`src/rtl/rvm_ifu.sv`:
```
// Purpose : instruction fetch unit; fetches the word at pc over a req/gnt/rvalid port and hands it to decode.
// Latency : 3 cycles per instruction with zero-wait memory (REQ+gnt, WAIT+rvalid, HOLD+ready).
// Backpressure: holds the fetched instruction stable while instr_ready is low; one request outstanding at most.
//
// Ports:
//   clk, resetn                 clock, asynchronous active-low reset
//   pc                          current PC from the PC unit
//   pc_w_en, pc_wdata           PC write: 01 sequential (pc+4), 10 redirect target
//   imem_req/addr/gnt           fetch request channel
//   imem_rvalid/rdata/err       fetch response channel
//   instr_valid/data/pc/ready   decode handshake
//   redirect_valid/target       redirect request from execute
//   fetch_fault, fault_cause    sticky fault: 01 misaligned PC, 10 bus error

module rvm_ifu #(
    parameter logic [31:0] INSTR_NOP         = 32'h00000013,
    parameter int unsigned FAULT_ON_MISALIGN = 1
) (
    input  logic        clk,
    input  logic        resetn,
    input  logic [31:0] pc,
    output logic [1:0]  pc_w_en,
    output logic [31:0] pc_wdata,
    output logic        imem_req,
    output logic [31:0] imem_addr,
    input  logic        imem_gnt,
    input  logic        imem_rvalid,
    input  logic [31:0] imem_rdata,
    input  logic        imem_err,
    output logic        instr_valid,
    output logic [31:0] instr_data,
    output logic [31:0] instr_pc,
    input  logic        instr_ready,
    input  logic        redirect_valid,
    input  logic [31:0] redirect_target,
    output logic        fetch_fault,
    output logic [1:0]  fault_cause
);

    typedef enum logic [2:0] {
        S_IDLE  = 3'd0,
        S_REQ   = 3'd1,
        S_WAIT  = 3'd2,
        S_HOLD  = 3'd3,
        S_FAULT = 3'd4
    } state_t;

    state_t      r_state;
    logic        r_squash;
    logic        r_instr_valid;
    logic [31:0] r_instr_data;
    logic [31:0] r_instr_pc;
    logic        r_fetch_fault;
    logic [1:0]  r_fault_cause;

    logic        w_misalign;
    logic        w_req;
    logic        w_granted;
    logic        w_accept;
    logic [31:0] w_addr;

    // A misaligned PC is only a fault when the parameter asks for it;
    // otherwise the low bits are simply dropped from the fetch address.
    assign w_misalign = (FAULT_ON_MISALIGN != 0) && (pc[1:0] != 2'b00);
    assign w_addr     = (FAULT_ON_MISALIGN != 0) ? pc : {pc[31:2], 2'b00};
    assign w_req      = (r_state == S_REQ) && !w_misalign;
    // gnt only counts while a request is actually being presented
    assign w_granted  = w_req && imem_gnt;
    assign w_accept   = (r_state == S_HOLD) && instr_ready;

    assign imem_req    = w_req;
    assign imem_addr   = w_addr;
    assign instr_valid = r_instr_valid;
    assign instr_data  = r_instr_data;
    assign instr_pc    = r_instr_pc;
    assign fetch_fault = r_fetch_fault;
    assign fault_cause = r_fault_cause;

    // PC write is combinational so the PC unit applies it at the same edge
    // the FSM moves, and the following REQ sees the updated pc.
    always_comb begin
        pc_w_en  = 2'b00;
        pc_wdata = 32'd0;
        if (redirect_valid) begin
            pc_w_en  = 2'b10;
            pc_wdata = redirect_target;
        end else if (w_accept) begin
            pc_w_en  = 2'b01;
            pc_wdata = pc + 32'd4;
        end
    end

    always_ff @(posedge clk or negedge resetn) begin
        if (!resetn) begin
            r_state       <= S_IDLE;
            r_squash      <= 1'b0;
            r_instr_valid <= 1'b0;
            r_instr_data  <= INSTR_NOP;
            r_instr_pc    <= 32'd0;
            r_fetch_fault <= 1'b0;
            r_fault_cause <= 2'b00;
        end else begin
            case (r_state)
                S_IDLE: begin
                    r_state <= S_REQ;
                end

                S_REQ: begin
                    if (redirect_valid) begin
                        // A request granted this cycle targets the old PC; its
                        // response must be thrown away.
                        if (w_granted) begin
                            r_squash <= 1'b1;
                            r_state  <= S_WAIT;
                        end
                    end else if (w_misalign) begin
                        r_fetch_fault <= 1'b1;
                        r_fault_cause <= 2'b01;
                        r_state       <= S_FAULT;
                    end else if (w_granted) begin
                        r_state <= S_WAIT;
                    end
                end

                S_WAIT: begin
                    if (redirect_valid) begin
                        if (imem_rvalid) begin
                            r_squash     <= 1'b0;
                            r_instr_data <= INSTR_NOP;
                            r_state      <= S_REQ;
                        end else begin
                            r_squash <= 1'b1;
                        end
                    end else if (imem_rvalid) begin
                        if (r_squash) begin
                            r_squash     <= 1'b0;
                            r_instr_data <= INSTR_NOP;
                            r_state      <= S_REQ;
                        end else if (imem_err) begin
                            r_fetch_fault <= 1'b1;
                            r_fault_cause <= 2'b10;
                            r_state       <= S_FAULT;
                        end else begin
                            r_instr_data  <= imem_rdata;
                            r_instr_pc    <= pc;
                            r_instr_valid <= 1'b1;
                            r_state       <= S_HOLD;
                        end
                    end
                end

                S_HOLD: begin
                    if (redirect_valid) begin
                        // redirect wins over a same-cycle accept: drop the instruction
                        r_instr_valid <= 1'b0;
                        r_instr_data  <= INSTR_NOP;
                        r_state       <= S_REQ;
                    end else if (instr_ready) begin
                        r_instr_valid <= 1'b0;
                        r_state       <= S_REQ;
                    end
                end

                S_FAULT: begin
                    if (redirect_valid) begin
                        r_fetch_fault <= 1'b0;
                        r_fault_cause <= 2'b00;
                        r_state       <= S_REQ;
                    end
                end

                default: begin
                    r_state <= S_IDLE;
                end
            endcase
        end
    end

endmodule

```
`config.mk`:
```
export PLATFORM = sky130hd
export DESIGN_NAME = rvm_ifu
export DESIGN_NICKNAME = d
export VERILOG_FILES = /design/src/rtl/rvm_ifu.sv
export SDC_FILE = /design/constraint.sdc
export NUM_CORES = 1
export LEC_CHECK = 0
export CORE_MARGIN = 8
export CORE_UTILIZATION = 40
export DETAILED_ROUTE_END_ITERATION = 7
export PLACE_DENSITY = 0.89
export SYNTH_ARGS = -nofsm -noshare
export SYNTH_HDL_FRONTEND = slang
export SYNTH_SLANG_ARGS = --single-unit
```
`constraint.sdc`:
```
create_clock -name clk -period 2.9 [get_ports clk]
set_input_delay 0.29 -clock clk [delete_from_list [all_inputs] [get_ports clk]]
set_output_delay 0.29 -clock clk [all_outputs]
set_load 0.005 [all_outputs]
```
### Yosys cells after proc, flatten, opt, wreduce, memory -nomap -nowiden

Cells that the tools add are included.

* add/subtract/negate cells: 1
* multipliers: 0
* divide/modulo/power cells: 0
* $lt $le $gt $ge: 0
* equality and inequality tests: 18
* shift-type cells: 0
* muxes and demuxes: 52
* bitwise gates (word level): 3
* reduce and logical (&&, ||, !) cells: 15

Operators by type and width (number)
* $mux 32: 8
* $pmux 32 s2: 1
* $mux 3: 11
* $add 32x3->32 const B: 1
* $ne 2x2->1 const B: 11
* $mux 1: 19
* $mux 2: 8
* $pmux 3 s5: 1
* $reduce_and 4->1: 2
* $reduce_and 8->1: 1
* $eq 3x2->1 const B: 2
* $ne 3x3->1 const B: 2
* $pmux 2 s3: 1
* $reduce_and 6->1: 1
* $reduce_bool 2->1: 3
* $reduce_and 5->1: 1
* $ne 4x4->1 const B: 1
* $pmux 1 s2: 2
* $eq 3x1->1 const B: 1
* $eq 3x3->1 const B: 1
* $logic_and 1x1->1: 3
* $logic_not 3->1: 1
* $not 1->1: 3
* $pmux 1 s3: 1
* 3 further kinds: 3

* flip-flop bits (word level): 72
* latch bits: 0
* RAM bits: 0
* ROM bits: 0
* bits of input ports: 103
* output and inout bits: 135
* logic and storage cells: 96
* memories kept: 0

### Logic depth before layout (Yosys ltp)

* depth in word-level cells: 8
* mapped depth: 9
* mapped depth without buffers: 5

### Worst setup path before layout

OpenSTA, ideal clock, no wires.

* path type: input port to output port
* start point: input redirect_valid
* end point: output pc_wdata[13]
* arrival time: 1533 ps
* required time: 2610 ps
* path slack: 1077 ps
* cell stages on the path: 6
* buffers on the path: 2
* cell sequence: buf_2 -> nand2b_1 -> or2_1 -> buf_6 -> or4_1 -> nand3_1

* word-level cells in the longest chain between the ends: 1

Ends and longest elaborated chain
* from (decl): line 34 `input logic redirect_valid,`
* $mux 32: line 84 `if (redirect_valid) begin`
* to (decl): line 23 `output logic [31:0] pc_wdata,`

No other way between the ends.

### Worst setup path in the final report

* start point: input pc[2]
* end point: output pc_wdata[28]

* word-level cells in the longest chain between the ends: 3

Ends and longest elaborated chain
* from (decl): line 21 `input logic [31:0] pc,`
* $add 32x3->32: line 89 `pc_wdata = pc + 32'd4;`
* $mux 32: line 87 `end else if (w_accept) begin`
* $mux 32: line 84

No other way between the ends.

==> flow_metrics.tcl <==
set metrics [dict create \
    finalCritPeriodShare 0.972 \
    synth_area_leaders "dfrtp_1 39%, mux2_2 8.1%, a21bo_2 6.5%" \
    pin_count 238 \
    pwr-share-comb 0.431 \
    yosys_warnings 0 \
    skew_ps 10.6 \
    async_flop_share 1.00 \
    gp_congestion 0.881 \
    critPathRequiredTime_ps 2610 \
    io_buffers 237 \
    clock_latency_ps 340 \
    cts_tree "done" \
    max-slew-margin-rel 0.373 \
    synth_top_area_cell "dfrtp_1" \
    critPathCaptureType "output pin" \
    regToRegSetupSlack_ps 890 \
    die_area_um2 14700 \
    crit_chain "clkdlybuf4s50_1 > ha_2 > and4_1 > nand4_1 > or4_1 > nand3_1 > clkdlybuf4s50_1" \
    syn_area_um2 4440 \
    antenna_found_initial 0 \
    cts_buffers 9 \
    cts_max_path_buffers 2 \
    ys_ff_latch 72 \
    power.share.sequential 0.369 \
    grt.met2_usage 0.382 \
    synth_edf_count 0 \
    powerDensity_nw_per_um2 567 \
    grt-busiest-layer "met2" \
    wl_per_cell_um 20.6 \
    drc_errors 0 \
    r2r_start "r_state[2]$_DFFE_PN0P_" \
    num_rows 38 \
    grt_use_total 0.226 \
    ant_nets 0 \
    use_met1 0.258 \
    area_growth_pct 60.4 \
    postCtsHoldBufs 0 \
    clock_power_share 0.200 \
    synthFlopType "dfrtp_1" \
    maxSlewViolCount 0 \
    drive_gt1_frac 0.211 \
    syn_area_per_cell_um2 9.92 \
    leakage_nw 3.07 \
    path_class "in2out" \
    final_net_count 778 \
    cts.clk_slew.worst_paths_ps 80 \
    arrival_ps 2530 \
    drt_iter0_markers 333 \
    switching_share 0.315 \
    grt_overflow_total 0 \
    die_y_um 121 \
    max_slew.worst_pin.slew_ps 941 \
    ctsHtreeMaxLevel 3 \
    grt_pass1_vias 4895 \
    diodes 0 \
    wl_um 16900 \
    start_kind "input port" \
    yosysSeqAreaShare 0.407 \
    grt_pass1_wl_um 26800 \
    fmax_mhz 355 \
    setup_tns_ps 0 \
    die_w_um 121 \
    syn_nets 551 \
    vdd_drop_max_mv 0.362 \
    r2r_end "instr_pc[29]$_DFFE_PN0P_" \
    timing.final.hold_violations 0 \
    finalSetupViolCount 0 \
    yosysUniqueCellTypes 58 \
    max_stage_delay_ps 520 \
    vias 4579 \
    drv_cap 0 \
    cp_max_fo 6 \
    min_period_ps 2820 \
    whs_ps 95.3 \
    r2r_cells 6 \
    via_per_inst 5.59 \
    initial_core_util 0.409 \
    clock_tree.root_cell "clkbuf_8" \
    internal-power_mw 2.76 \
    rsz0062_at_grt "yes" \
    synth_top_area_frac 0.389 \
    coreArea_um2 10800 \
    hpwl_um 13100 \
    grt_max_degree 73 \
    hold_path_class "in2async" \
    critPathSlowestCell "or4_1" \
    p_sw_mw 1.27 \
    cpMostUsedCell "clkdlybuf4s50_1" \
    grtUsageMet3 0.0768 \
    drtPass1Iterations 5 \
    cts_sinks 72 \
    synthCells 447 \
    status "finished, final reports clean" \
    final_util 0.656 \
]
-- how the worst max path moves through the flow --
| stage | slack (ps) | startpoint | endpoint |
|---|---|---|---|
| after detailed placement | 20 | pc[10] | pc_wdata[29] |
| after floorplan | 1080 | redirect_valid | pc_wdata[13] |
| after global placement | 40 | pc[10] | pc_wdata[28] |
| after global routing | -9 | pc[2] | pc_wdata[19] |
| final | 80 | pc[2] | pc_wdata[28] |
| after CTS | 5 | pc[10] | pc_wdata[29] |
-- what timing repair did --
action,CTS,global route
pin swaps,0,4
buffers inserted,0,3
resized for setup,2,9
setup endpoints to repair,13,16
cloned,0,0
-- metrics by stage --
step	setup WS [ps]	std cells	power, mW	instance area, um2
after floorplan	1080	447	2.16	4440
after global placement	36.1	800	3.17	6870
after detailed placement	16.4	800	3.24	6870
after CTS	4.52	816	4.07	7070
after global routing	-9.29	819	4.26	7110
final	80.5	819	4.03	7110
-- power by group through the flow --
stage	clock [mW]	combinational, mW	sequential (mW)
6_report	0.808	1.74	1.49
5_1_grt	0.866	1.88	1.52
4_1_cts	0.839	1.74	1.49
3_5_place_dp	0	1.74	1.50
3_3_place_gp	0	1.69	1.48
2_1_floorplan	0	0.650	1.51
-- synthesized netlist by cell type (all sizes together), types with 7 or more instances --
library cell and number:
a21bo 29, a21oi 9, and4 8, buf 56
clkbuf 12, dfrtp 69, inv 9, mux2 32
nand2 37, nand3 31, nand4 39, nor2 10
o211ai 15, o21ai 16, or4 14, xor2 7
-- registers in the layout, indices dropped and copies added (netlist names) --
signal       flops
r_squash         1
r_state          3
instr_valid      1
fetch_fault      1
instr_pc        32
fault_cause      2
instr_data      32
-- cell type report --
type                       instances  area [um2]
clock buffer                      11         141
clock inverter                     5        56.3
fill                             847        3730
inverter                           9        36.3
multi-input combinational        298        2160
sequential                        72        1810
tap                              140         175
timing repair buffer             284        2740
-- per-layer routing --
| metal | wire length [um] | up-vias |
|---|---|---|
| met5 | 0 | - |
| met4 | 419 | 0 |
| li1 | - | 2085 |
| met1 | 6310 | 2236 |
| met2 | 8360 | 227 |
| met3 | 1780 | 31 |
-- worst max-delay path, delay by kind of cell --
family                   cells  cell delay, ps
buffers and inverters        2            1010
AND/OR/NAND/NOR              4            1010
adder cells (fa/ha/maj)      1             210
-- kinds of logic (layout without fill, tap and decap cells) --
kind of cell               after synthesis  in the layout  synth area share
and+or+nand+nor                        162            162             0.210
adders and majority gates                1              1           0.00282
DFF                                     72             72             0.407
muxes                                   33             33            0.0835
xor gates and xnor gates                10             10            0.0197
AOI/OAI and AO/OA                       92             92             0.167
buffers and inverters                   77            309             0.110
-- cell usage in the layout (no fill, tap or decap), types with 2 or more instances in the layout --
cell type / synthesis / final
a21bo_2: 29 / 29
a21oi_1: 9 / 9
a221o_1: 3 / 3
a22o_1: 3 / 3
a41oi_1: 3 / 3
and3_1: 4 / 4
and4_1: 7 / 5
and4_4: 0 / 2
buf_4: 37 / 47
clkbuf_8: 0 / 10
clkdlybuf4s50_1: 0 / 232
clkinv_2: 0 / 2
dfrtp_1: 69 / 68
dfstp_2: 3 / 3
dlymetal6s2s_1: 0 / 3
inv_1: 8 / 8
mux2_2: 32 / 32
nand2_1: 37 / 37
nand3_1: 30 / 29
nand3_2: 1 / 2
nand4_1: 38 / 38
nor2_1: 10 / 10
nor3_1: 4 / 4
nor3b_2: 1 / 2
nor4_1: 2 / 2
o211ai_1: 15 / 15
o21ai_0: 16 / 16
o311a_1: 3 / 3
or4_1: 14 / 14
xnor2_1: 3 / 3
xor2_1: 7 / 7
(Power assumes the default switching activity.)
==> patch: new RTL, same settings <==
Add an input register stage for `redirect_target`, with the module's reset; this delays it by one clock. The other inputs are not delayed to match.
--- a/src/rtl/rvm_ifu.sv
+++ b/src/rtl/rvm_ifu.sv
@@ -45,6 +45,16 @@
         S_FAULT = 3'd4
     } state_t;
 
+    logic [31:0] redirect_target_q;
+
+    always_ff @(posedge clk or negedge resetn) begin
+        if (!resetn) begin
+            redirect_target_q <= '0;
+        end else begin
+            redirect_target_q <= redirect_target;
+        end
+    end
+
     state_t      r_state;
     logic        r_squash;
     logic        r_instr_valid;
@@ -83,7 +93,7 @@
         pc_wdata = 32'd0;
         if (redirect_valid) begin
             pc_w_en  = 2'b10;
-            pc_wdata = redirect_target;
+            pc_wdata = redirect_target_q;
         end else if (w_accept) begin
             pc_w_en  = 2'b01;
             pc_wdata = pc + 32'd4;
Behaviour: not the same (a bounded check fails within 4 cycles, from zero or initial values and one cycle with resetn low).
==> patch against the unedited design <==
  * Routed wire length rose by 7.2%
  * Sequential cell count grew 32
  * Final area rose by 16%
  * Maximum frequency shrank 2.6%
  * Power is 17% higher
  * Synthesized area up 15%
  * Via count is 6.6% higher
  * Setup slack lost 0.074 ns
  * Critical path depth is the same
  * Largest cell class unchanged
==> patch: results (changes against the unedited design) <==
metric,value,unit,change
result_of_the_run,"finished, final reports clean",,
synth_sequential_area_ratio,0.509,,+0.102
grt_pass1_wl,27100,µm,+1.3%
post_route_cells_drive_above_1_share,0.173,,-0.0377
ys_types,47,,-19%
number_of_global_route_vias_before_repair,5189,,+6.0%
synth-adder-area-share,0.00244,,-0.000378
timing.critical_path.arrival,2.60,ns,+0.07 ns
share_of_flip_flops_with_an_asynchronous_set_or_reset_after_synthesis,1.00,,unchanged
number_of_buffer_cells_added_on_primary_ports,237,,unchanged
fin_skew,0.00776,ns,-0.00280 ns
finalNetCount,848,,+9.0%
gp_routability_congestion,0.853,,-3.2%
diodes,0,,unchanged
yosys_warnings,0,,unchanged
cts_root_buffer,clkbuf_16,,
p_int,3410,µW,+24%
drt_iter0_drc,381,,+14%
synth-compound-area-share,0.0858,,-0.0810
ys_top_cells_by_count,"dfrtp_1, nand2_1, inv_1, mux2_2, buf_4",,
synth_xor_xnor_area_share,0.0188,,-0.000934
htree_num_levels,3,,unchanged
clkLatencyLatePin,0.34,ns,about the same
via_count,4882,,+6.6%
viasPerCell,5.32,,-4.9%
filler_cell_count,892,,+5.3%
vdd_drop_max,426,µV,+17%
clk_path_buf_depth,2,,unchanged
worst_pin_slew,0.700,ns,-0.241 ns
gr-usage-all-layers,0.207,,-0.0195
drt-total-wl,18100,µm,+7.2%
firstDrtPassIters,5,,unchanged
cts_made_buffers,9,,unchanged
synthesis.instances,494,,+11%
post_synth_edffs,0,,unchanged
place.detailed.instances,894,,+12%
netlist_top_cells_area,"dfrtp_1, mux2_2, mux2i_1",,
hp-class,in -> reg,,
place_hpwl,13500,µm,+2.9%
path_clk_slew,0.06,ns,-0.02 ns
syn-num-nets,598,,+8.5%
path_max_fanout,10,,+4
grt_antenna_before_repair,0,,unchanged
leakagePower,0.00393,µW,+28%
post-synth-top-count-cell,dfrtp_1,,
portion_of_netlist_area_occupied_by_mux_cells,0.138,,+0.0543
grt_max_degree,63,,-14%
-- patch: changes by cell type in the layout (fill, tap and decap cells not counted), moves of 8 or more --
cell	unedited run	this run
buf_6	0	8
dlymetal6s2s_1	3	14
clkbuf_8	10	1
dfrtp_1	68	101
nand3_1	29	17
nand2_1	37	61
a21bo_2	29	0
nand4_1	38	11
clkdlybuf4s50_1	232	211
nor2_1	10	18
inv_1	8	42
or4_1	14	6
mux2i_1	1	30
clkbuf_16	0	10
-- patch: final cells by class --
cell class                 count  share of cell area
inverter                      42              0.0190
sequential                   104               0.315
multi-input combinational    289               0.249
clock inverter                 1             0.00363
tap                          172              0.0260
clock buffer                  12              0.0298
timing repair buffer         298               0.358
-- patch: metrics by stage --
| stage | TNS, ns | setup slack, ns | instance area, µm² | total power [µW] |
|---|---|---|---|---|
| global route | -0.158 | -0.0835 | 8280 | 4970 |
| CTS | 0 | 0.00141 | 8110 | 4770 |
| finish | 0 | 0.00661 | 8280 | 4720 |
| floorplan | 0 | 0.887 | 5120 | 2520 |
| global placement | -0.405 | -0.0992 | 7790 | 3490 |
| detailed placement | -1.24 | -0.133 | 7790 | 3570 |
-- patch: kinds of logic after synthesis --
logic type | Yosys count
AOI/OAI and AO/OA | 59
xor gates and xnor gates | 11
adders and majority gates | 1
muxes | 66
DFF | 104
and+or+nand+nor | 152
buffers and inverters | 101
-- patch: worst max-delay path, cell delays in order --
cell and delay [ns]:
clkdlybuf4s50_1 0.49, nand4_1 0.17, buf_4 0.19, or4_4 0.56, or4_1 0.53, nand3_1 0.11, dlygate4sd2_1 0.25
-- patch: power by group through the flow --
stage / logic, µW / registers, µW / clock network [µW]
6_report: 1610 / 1940 / 1170
5_1_grt: 1760 / 1970 / 1240
4_1_cts: 1620 / 1940 / 1210
3_5_place_dp: 1610 / 1960 / 0
3_3_place_gp: 1560 / 1940 / 0
2_1_floorplan: 555 / 1960 / 0
-- patch: per-layer routing --
metal  routed length [µm]  track usage
met2                 9020        0.362
met5                    0            0
met3                 1800       0.0698
met1                 6650        0.219
met4                  606        0.101
-- patch: path summary, 6_finish.rpt --
path                           startpoint                    end  slack (ns)  cells after the start
max in group asynchronous          resetn          instr_data[4]        1.61                      3
min in group asynchronous          resetn  redirect_target_q[16]        0.50                      2
setup reg to reg               r_state[2]           instr_pc[18]        0.73                      6
setup / recovery                   pc[16]           pc_wdata[23]       0.007                      7
hold reg to reg            fault_cause[0]         fault_cause[0]        0.50                      1
hold / removal                      pc[5]            instr_pc[5]        0.38                      3
-- patch: repair_timing --
action | CTS | global route
gates resized for setup | 17 | 31
hold buffers | 1 | 0
gates cloned | 0 | 1
pin swaps | 7 | 6
hold endpoints to repair | 42 | 0
setup buffers | 4 | 6
setup endpoints to repair | 17 | 14
